===== src/rtl/mem_arbiter.sv =====
// Two-port (fetch/data) arbiter onto a single memory port with timeout.
// Define ARB_ROUND_ROBIN_EN to alternate owners on contention.
module mem_arbiter #(
  parameter int TIMEOUT_CYCLES = 1024
) (
  input  logic        clk,
  input  logic        rst,
  input  logic        f_req,
  input  logic [24:0] f_addr,
  output logic        f_ack,
  output logic [31:0] f_rdata,
  input  logic        d_req,
  input  logic [24:0] d_addr,
  input  logic        d_we,
  input  logic [31:0] d_wdata,
  input  logic [2:0]  d_nbytes,
  output logic        d_ack,
  output logic [31:0] d_rdata,
  output logic        mem_start,
  output logic [24:0] mem_addr,
  output logic [2:0]  mem_nbytes,
  output logic        mem_we,
  output logic [31:0] mem_wdata,
  input  logic [31:0] mem_rdata,
  input  logic        mem_done,
  output logic        busy,
  output logic        err
);

  localparam int CW = $clog2(TIMEOUT_CYCLES + 1);

  typedef enum logic [1:0] {
    IDLE,
    BUSY,
    RELEASE
  } state_t;

  state_t          state;
  logic [CW-1:0]   cnt;
  logic            own_d;
  logic            grant_d;
  logic            timeout_hit;

`ifdef ARB_ROUND_ROBIN_EN
  logic            last_d;
  assign grant_d = d_req && (!f_req || !last_d);
`else
  assign grant_d = d_req;
`endif

  assign timeout_hit = (cnt == CW'(TIMEOUT_CYCLES - 1));
  assign busy        = (state != IDLE);

  always_ff @(posedge clk) begin
    if (rst) begin
      state      <= IDLE;
      cnt        <= '0;
      own_d      <= 1'b0;
`ifdef ARB_ROUND_ROBIN_EN
      last_d     <= 1'b0;
`endif
      mem_start  <= 1'b0;
      mem_addr   <= '0;
      mem_nbytes <= '0;
      mem_we     <= 1'b0;
      mem_wdata  <= '0;
      f_ack      <= 1'b0;
      d_ack      <= 1'b0;
      err        <= 1'b0;
      f_rdata    <= '0;
      d_rdata    <= '0;
    end else begin
      f_ack <= 1'b0;
      d_ack <= 1'b0;
      err   <= 1'b0;
      case (state)
        IDLE: begin
          if (f_req || d_req) begin
            own_d     <= grant_d;
`ifdef ARB_ROUND_ROBIN_EN
            last_d    <= grant_d;
`endif
            mem_start <= 1'b1;
            cnt       <= '0;
            state     <= BUSY;
            if (grant_d) begin
              mem_addr   <= d_addr;
              mem_nbytes <= d_nbytes;
              mem_we     <= d_we;
              mem_wdata  <= d_wdata;
            end else begin
              mem_addr   <= f_addr;
              mem_nbytes <= 3'd4;
              mem_we     <= 1'b0;
              mem_wdata  <= '0;
            end
          end
        end
        BUSY: begin
          // mem_done wins over a coincident timeout
          if (mem_done) begin
            if (own_d) d_rdata <= mem_rdata;
            else       f_rdata <= mem_rdata;
            d_ack     <= own_d;
            f_ack     <= !own_d;
            mem_start <= 1'b0;
            state     <= RELEASE;
          end else if (timeout_hit) begin
            d_ack     <= own_d;
            f_ack     <= !own_d;
            err       <= 1'b1;
            mem_start <= 1'b0;
            state     <= RELEASE;
          end else if (cnt != '1) begin
            cnt <= cnt + CW'(1);
          end
        end
        RELEASE: begin
          if (!mem_done) state <= IDLE;
        end
        default: state <= IDLE;
      endcase
    end
  end

endmodule


===== config.mk =====
export PLATFORM = sky130hd
export DESIGN_NAME = mem_arbiter
export DESIGN_NICKNAME = d
export VERILOG_FILES = /design/src/rtl/mem_arbiter.sv
export SDC_FILE = /design/constraint.sdc
export NUM_CORES = 1
export LEC_CHECK = 0
export BUFFER_PORTS_ARGS = -buffer_cell sky130_fd_sc_hd__buf_2
export CAP_MARGIN = 40
export CORE_UTILIZATION = 46
export DETAILED_ROUTE_END_ITERATION = 8
export PLACE_DENSITY = 0.88
export SLEW_MARGIN = 10
export SYNTH_ARGS = -nofsm -noshare
export SYNTH_HDL_FRONTEND = slang
export SYNTH_SLANG_ARGS = --single-unit

===== constraint.sdc =====
create_clock -name clk -period 2.3 [get_ports clk]
set_clock_uncertainty 0.15 [all_clocks]
set_input_delay 0.115 -clock clk [delete_from_list [all_inputs] [get_ports clk]]
set_output_delay 0.115 -clock clk [all_outputs]
set_load 0.005 [all_outputs]

# After elaboration in Yosys (flattened, before gate mapping)
# Cells that the tools add are included.
# totals
latchBits,0
output_inout_bits,130
wordCells,62
inputBits,123
ramBits,0
memories,0
reg_bits,143
romBits,0
# classes
eq_ne,10
bitwise,2
mux,23
shift,0
addsub,1
magnitude_cmp,0
multipliers,0
n_reduce_logical,13
div_mod_pow,0
# ops
operator,count
$mux 11,4
$mux 32,1
$mux 25,1
$pmux 11 s2,1
$reduce_and 3->1,4
$add 11x1->11 const B,1
$eq 11x10->1 const B,1
$ne 11x11->1 const B,1
$ne 2x2->1 const B,5
$mux 1,9
$mux 2,4
$pmux 2 s3,1
$reduce_and 5->1,1
$reduce_bool 2->1,2
$mux 3,1
$ne 3x3->1 const B,1
$reduce_or 3->1,1
$eq 2x1->1 const B,1
$eq 2x2->1 const B,1
$logic_not 2->1,1
$not 1->1,2
$pmux 1 s2,1
$reduce_and 2->1,1
$reduce_or 2->1,1
2 further kinds,2

# Logic depth before layout (Yosys ltp)
# logic_depth
depth_word,5
ltp_mapped,7

# Worst setup path before layout
# No wires, ideal clock.
# synth_timing
path_type,flip-flop to flip-flop
startpoint,reg cnt[0]
endpoint,reg cnt[6]
setup_time_ps,70
arrival_time_ps,1652
slack_ps,428
t_required_ps,2080
synth_period_minus_slack_ps,1872
path_stages_with_launch,7
cell_sequence,dfxtp_1 > ha_1 > nand3_1 > or3_1 > clkbuf_1 > or4_1 > a21oi_1
# synth_between
elab_chain_len,5
elab_cells_between_ends,10
# synth_lines
item,line,rtl
from (decl),39,logic [CW-1:0] cnt;
from (signal assigned),115,cnt <= cnt + CW'(1);
$add 11x1->11,115,
$mux 11,114,end else if (cnt != '1) begin
$mux 11,108,end else if (timeout_hit) begin
$mux 11,101,if (mem_done) begin
$pmux 11 s2,76,case (state)
# Parallel ways exist; a longest one is shown, timed or not. The select of a mux whose other input is x is not followed.
# A chain may end at the register's enable or synchronous reset.

# Worst setup path in the final report
# layout_timing
startpoint,reg state[1]
endpoint,reg mem_nbytes[2]
# layout_between
elab_chain_len,2
# layout_lines
item,line,rtl
from (decl),38,state_t state;
from (signal assigned),56,state <= IDLE;
from (signal assigned),85,state <= BUSY;
from (signal assigned),107,state <= RELEASE;
$logic_not 2->1,76,
$reduce_and 2->1 (no source line),n/a,
to (signal assigned),88,mem_nbytes <= d_nbytes;
to (decl),21,"output logic [2:0] mem_nbytes,"
# No other way between the ends.

==> impl_metrics.yaml <==
sta:
  clock.fmax_mhz: 479
  finalSetupViolations: 0
  max-slew-margin-rel_pct: 67.6
  maxSlewViolCount: 0
  tightest_slew_ns: 0.485
  post_route_hold_slack_ns: 0.152
  layout_worst_path_cycle_share_pct: 90.7
  rsz_0062_raised_after_global_routing: "false"
  fin_tns_setup_ns: 0
  final.min_clock_period_ns: 2.09
  final_hold_viol_count: 0
synth:
  yosys-top-cells-area: "sky130_fd_sc_hd__dfxtp_1 (55%), sky130_fd_sc_hd__nand2_1 (9.5%), sky130_fd_sc_hd__a21oi_1 (7.0%)"
  synth.net_count: 696
  yosys_register_bits: 143
  yosysWarningCount: 0
  yosys.area.top_type_share_pct: 55.2
  syn-instance-count: 572
  synthesis.area_mm2: 0.00519
  ys_types: 37
  synthesis.area_per_instance_um2: 9.07
  synth_sequential_area_ratio_pct: 55.2
  cell_type_with_the_largest_total_area_after_synthesis: "sky130_fd_sc_hd__dfxtp_1"
floorplan:
  fp-row-count: 38
  effective_utilization_at_floorplan_pct: 47.5
  die_area_mm2: 0.0117
  core_ar_mm2: 0.0109
  dieWidth_um: 108
  floorplan.die.height_um: 108
  floorplan.io_pins: 253
worst_setup_path:
  timing_worst_setup_path_type: "register to register"
  longest_individual_stage_delay_on_the_worst_path_ns: 0.56
  timing.critical_path.from_type: "register"
  critPathBufInv: 2
  ff2ff_path_depth: 6
  timing.critical_path.depth: 6
  setup.worst_path.end_class: "register"
  worst_path_dominant_cell_family: "buffers and inverters"
  critPathMaxFanout: 53
  cp_cell_sequence: "nor2_2 -> and2_2 -> clkbuf_8 -> o22ai_1 -> nor2_1 -> dlygate4sd3_1"
  crit_arrival_ns: 2.30
  worstPathRequired_ns: 2.51
  critical_path.slowest_cell: "sky130_fd_sc_hd__dlygate4sd3_1"
cells_and_area:
  post_route_cells_drive_above_1_share_pct: 31.7
  fin_area_mm2: 0.00834
  diodes: 0
  flow.area_growth_from_synthesis_pct: 60.7
  filler_cell_count: 688
  final_nets: 1055
  layout.cells.most_common_list: "sky130_fd_sc_hd__buf_2 (251), sky130_fd_sc_hd__dfxtp_1 (143), sky130_fd_sc_hd__nand2_1 (132)"
  mostFrequentLayoutCell: "sky130_fd_sc_hd__buf_2"
routing:
  detailroute.via_count: 5939
  route.detailed.vias_per_inst: 5.50
  dr.first_iter.drc_count: 546
  drtAntennaViolNets: 0
  detail_route.wl_per_cell_um: 17.7
  drt_pre_antenna_iters: 5
  post_detailed_routing_wire_length_mm: 19.2
  drcViolationCount: 0
clocking:
  cts-root-to-sink-buffers: 2
  cts-htree-levels: 4
  cts_sinks: 143
  clock_latency_ns: 0.42
  cts_buffers: 17
  cts_tree: "yes"
  clockRootBuffer: "sky130_fd_sc_hd__clkbuf_16"
  clock_pin_slew_of_the_registers_on_the_worst_case_setup_and_hold_paths_ns: 0.06
hold_path:
  worst_hold_path_cells: 4
  min-delay-path-class: "input pin to register"
place:
  port-buffer-count: 252
  place.detailed.hpwl_mm: 9.91
  placement.cell_area_mm2: 0.00656
  gp_routability_congestion: 0.831
power:
  p_leak_nw: 3.82
  powerDensity_mw_per_mm2: 751
  worst_ir_drop_vdd_mv: 0.641
global_routing:
  grt.total_usage_pct: 32.6
  grt_pass1_wl_mm: 29.1
  pin_count_of_the_biggest_net_entering_global_routing: 54
  global_route.overflow_total: 0
  first_global_vias: 5969
  initial_antenna_violation_count: 0
run:
  max_cap_viol_count: 0
run_status:
  outcome: "finished clean"
timing repair:
action / in CTS / in global routing
resized for setup: 0 / 3
hold buffers: 121 / 0
buffers inserted: 0 / 0
endpoints found under the setup margin: 0 / 1
endpoints found under the hold margin: 129 / 0
flip-flops by register name, summed over array words and instances (netlist names):
signal      cells
mem_nbytes      3
f_ack           1
own_d           1
d_ack           1
d_rdata        32
f_rdata        32
mem_wdata      32
err             1
mem_addr       25
cnt            11
state           2
mem_start       1
mem_we          1
cells in the mapped netlist:
cell type                  number
sky130_fd_sc_hd__mux2i_1       26
sky130_fd_sc_hd__o21a_1         3
sky130_fd_sc_hd__or4_4          1
sky130_fd_sc_hd__nand4_1        1
sky130_fd_sc_hd__ha_1           1
sky130_fd_sc_hd__a211oi_1      25
sky130_fd_sc_hd__nor2b_1        1
sky130_fd_sc_hd__nor2_1        32
sky130_fd_sc_hd__nand2b_1       2
sky130_fd_sc_hd__and2_1         2
sky130_fd_sc_hd__nor3_1         5
sky130_fd_sc_hd__o22ai_1        1
sky130_fd_sc_hd__a22o_1        35
sky130_fd_sc_hd__o21ai_0        2
sky130_fd_sc_hd__o311ai_1       1
sky130_fd_sc_hd__inv_1          7
sky130_fd_sc_hd__o41ai_2        1
sky130_fd_sc_hd__a21o_1         2
sky130_fd_sc_hd__nand3b_1       1
sky130_fd_sc_hd__buf_6          1
sky130_fd_sc_hd__o41a_1         1
sky130_fd_sc_hd__or2_1          1
sky130_fd_sc_hd__and3_1         1
sky130_fd_sc_hd__a21oi_1       73
sky130_fd_sc_hd__nor4_1         3
sky130_fd_sc_hd__buf_4          1
sky130_fd_sc_hd__dfxtp_1      143
sky130_fd_sc_hd__o31ai_1        5
sky130_fd_sc_hd__nor4_2         1
sky130_fd_sc_hd__or3_1          2
sky130_fd_sc_hd__clkbuf_1      42
sky130_fd_sc_hd__nand3_1        4
sky130_fd_sc_hd__or2_0          2
sky130_fd_sc_hd__or4_1          8
sky130_fd_sc_hd__buf_2          2
sky130_fd_sc_hd__nor4b_1        1
sky130_fd_sc_hd__nand2_1      132
metrics by stage:
step | std cells | power [W] | utilization [%] | setup WS, ns
2_1_floorplan | 572 | 0.00308 | - | 0.428
3_3_place_gp | 931 | 0.00339 | 60.0 | 0.408
3_5_place_dp | 931 | 0.00341 | 60.0 | 0.329
4_1_cts | 1080 | 0.00621 | 76.2 | 0.0368
5_1_grt | 1080 | 0.00648 | 76.3 | 0.120
6_report | 1080 | 0.00627 | 76.3 | 0.214
kinds of logic (layout without fill, tap and decap cells):
kind of cell / Yosys count / count (layout) / synth area share (%)
multiplexers: 26 / 26 / 5.01
AND/OR/NAND/NOR: 200 / 200 / 16.5
buffers and inverters: 53 / 421 / 4.10
flip-flops: 143 / 143 / 55.2
adder cells (fa/ha/maj): 1 / 1 / 0.241
AO/OA/AOI/OAI: 149 / 149 / 19.0
cell type report:
cell class                      count  area [um2]  area share (%)
Tap cell                          140         175            2.10
Multi-Input combinational cell    376        2140            25.6
Inverter                            7        26.3           0.315
Timing Repair Buffer              386        2580            30.9
Clock inverter                      5        83.8            1.00
Clock buffer                       23         478            5.73
Sequential cell                   143        2860            34.3
where the power goes:
part / total [W] / internal, W / switching [W] / leakage [nW]
Combinational: 0.000904 / 0.000459 / 0.000445 / 2.39
Clock: 0.00265 / 0.00166 / 0.000995 / 0.267
Sequential: 0.00271 / 0.00262 / 0.0000875 / 1.17
Total: 0.00627 / 0.00474 / 0.00153 / 3.82
worst min-delay path, delay by kind of cell:
family	cells	cell delay [ns]
AO/OA/AOI/OAI	2	0.30
AND/OR/NAND/NOR	1	0.16
buffers and inverters	1	0.11
metal layers:
layer  vias up  global-route usage (%)  share of wire [%]
met2       404                    57.8                 51
li1       2707                       -                  -
met3        89                    10.1                8.7
met1      2739                    33.5                 36
met4         0                    19.2                4.6
met5         -                       0                  0
final timing paths:
kind / slack, ns / startpoint / end
max: 0.21 / state[1] / mem_nbytes[2]
min: 0.15 / d_req / cnt[4]
max reg2reg: 0.21 / state[1] / mem_nbytes[2]
min reg2reg: 0.30 / d_rdata[17] / d_rdata[17]
Note: power is estimated with default switching activity, not from simulation.
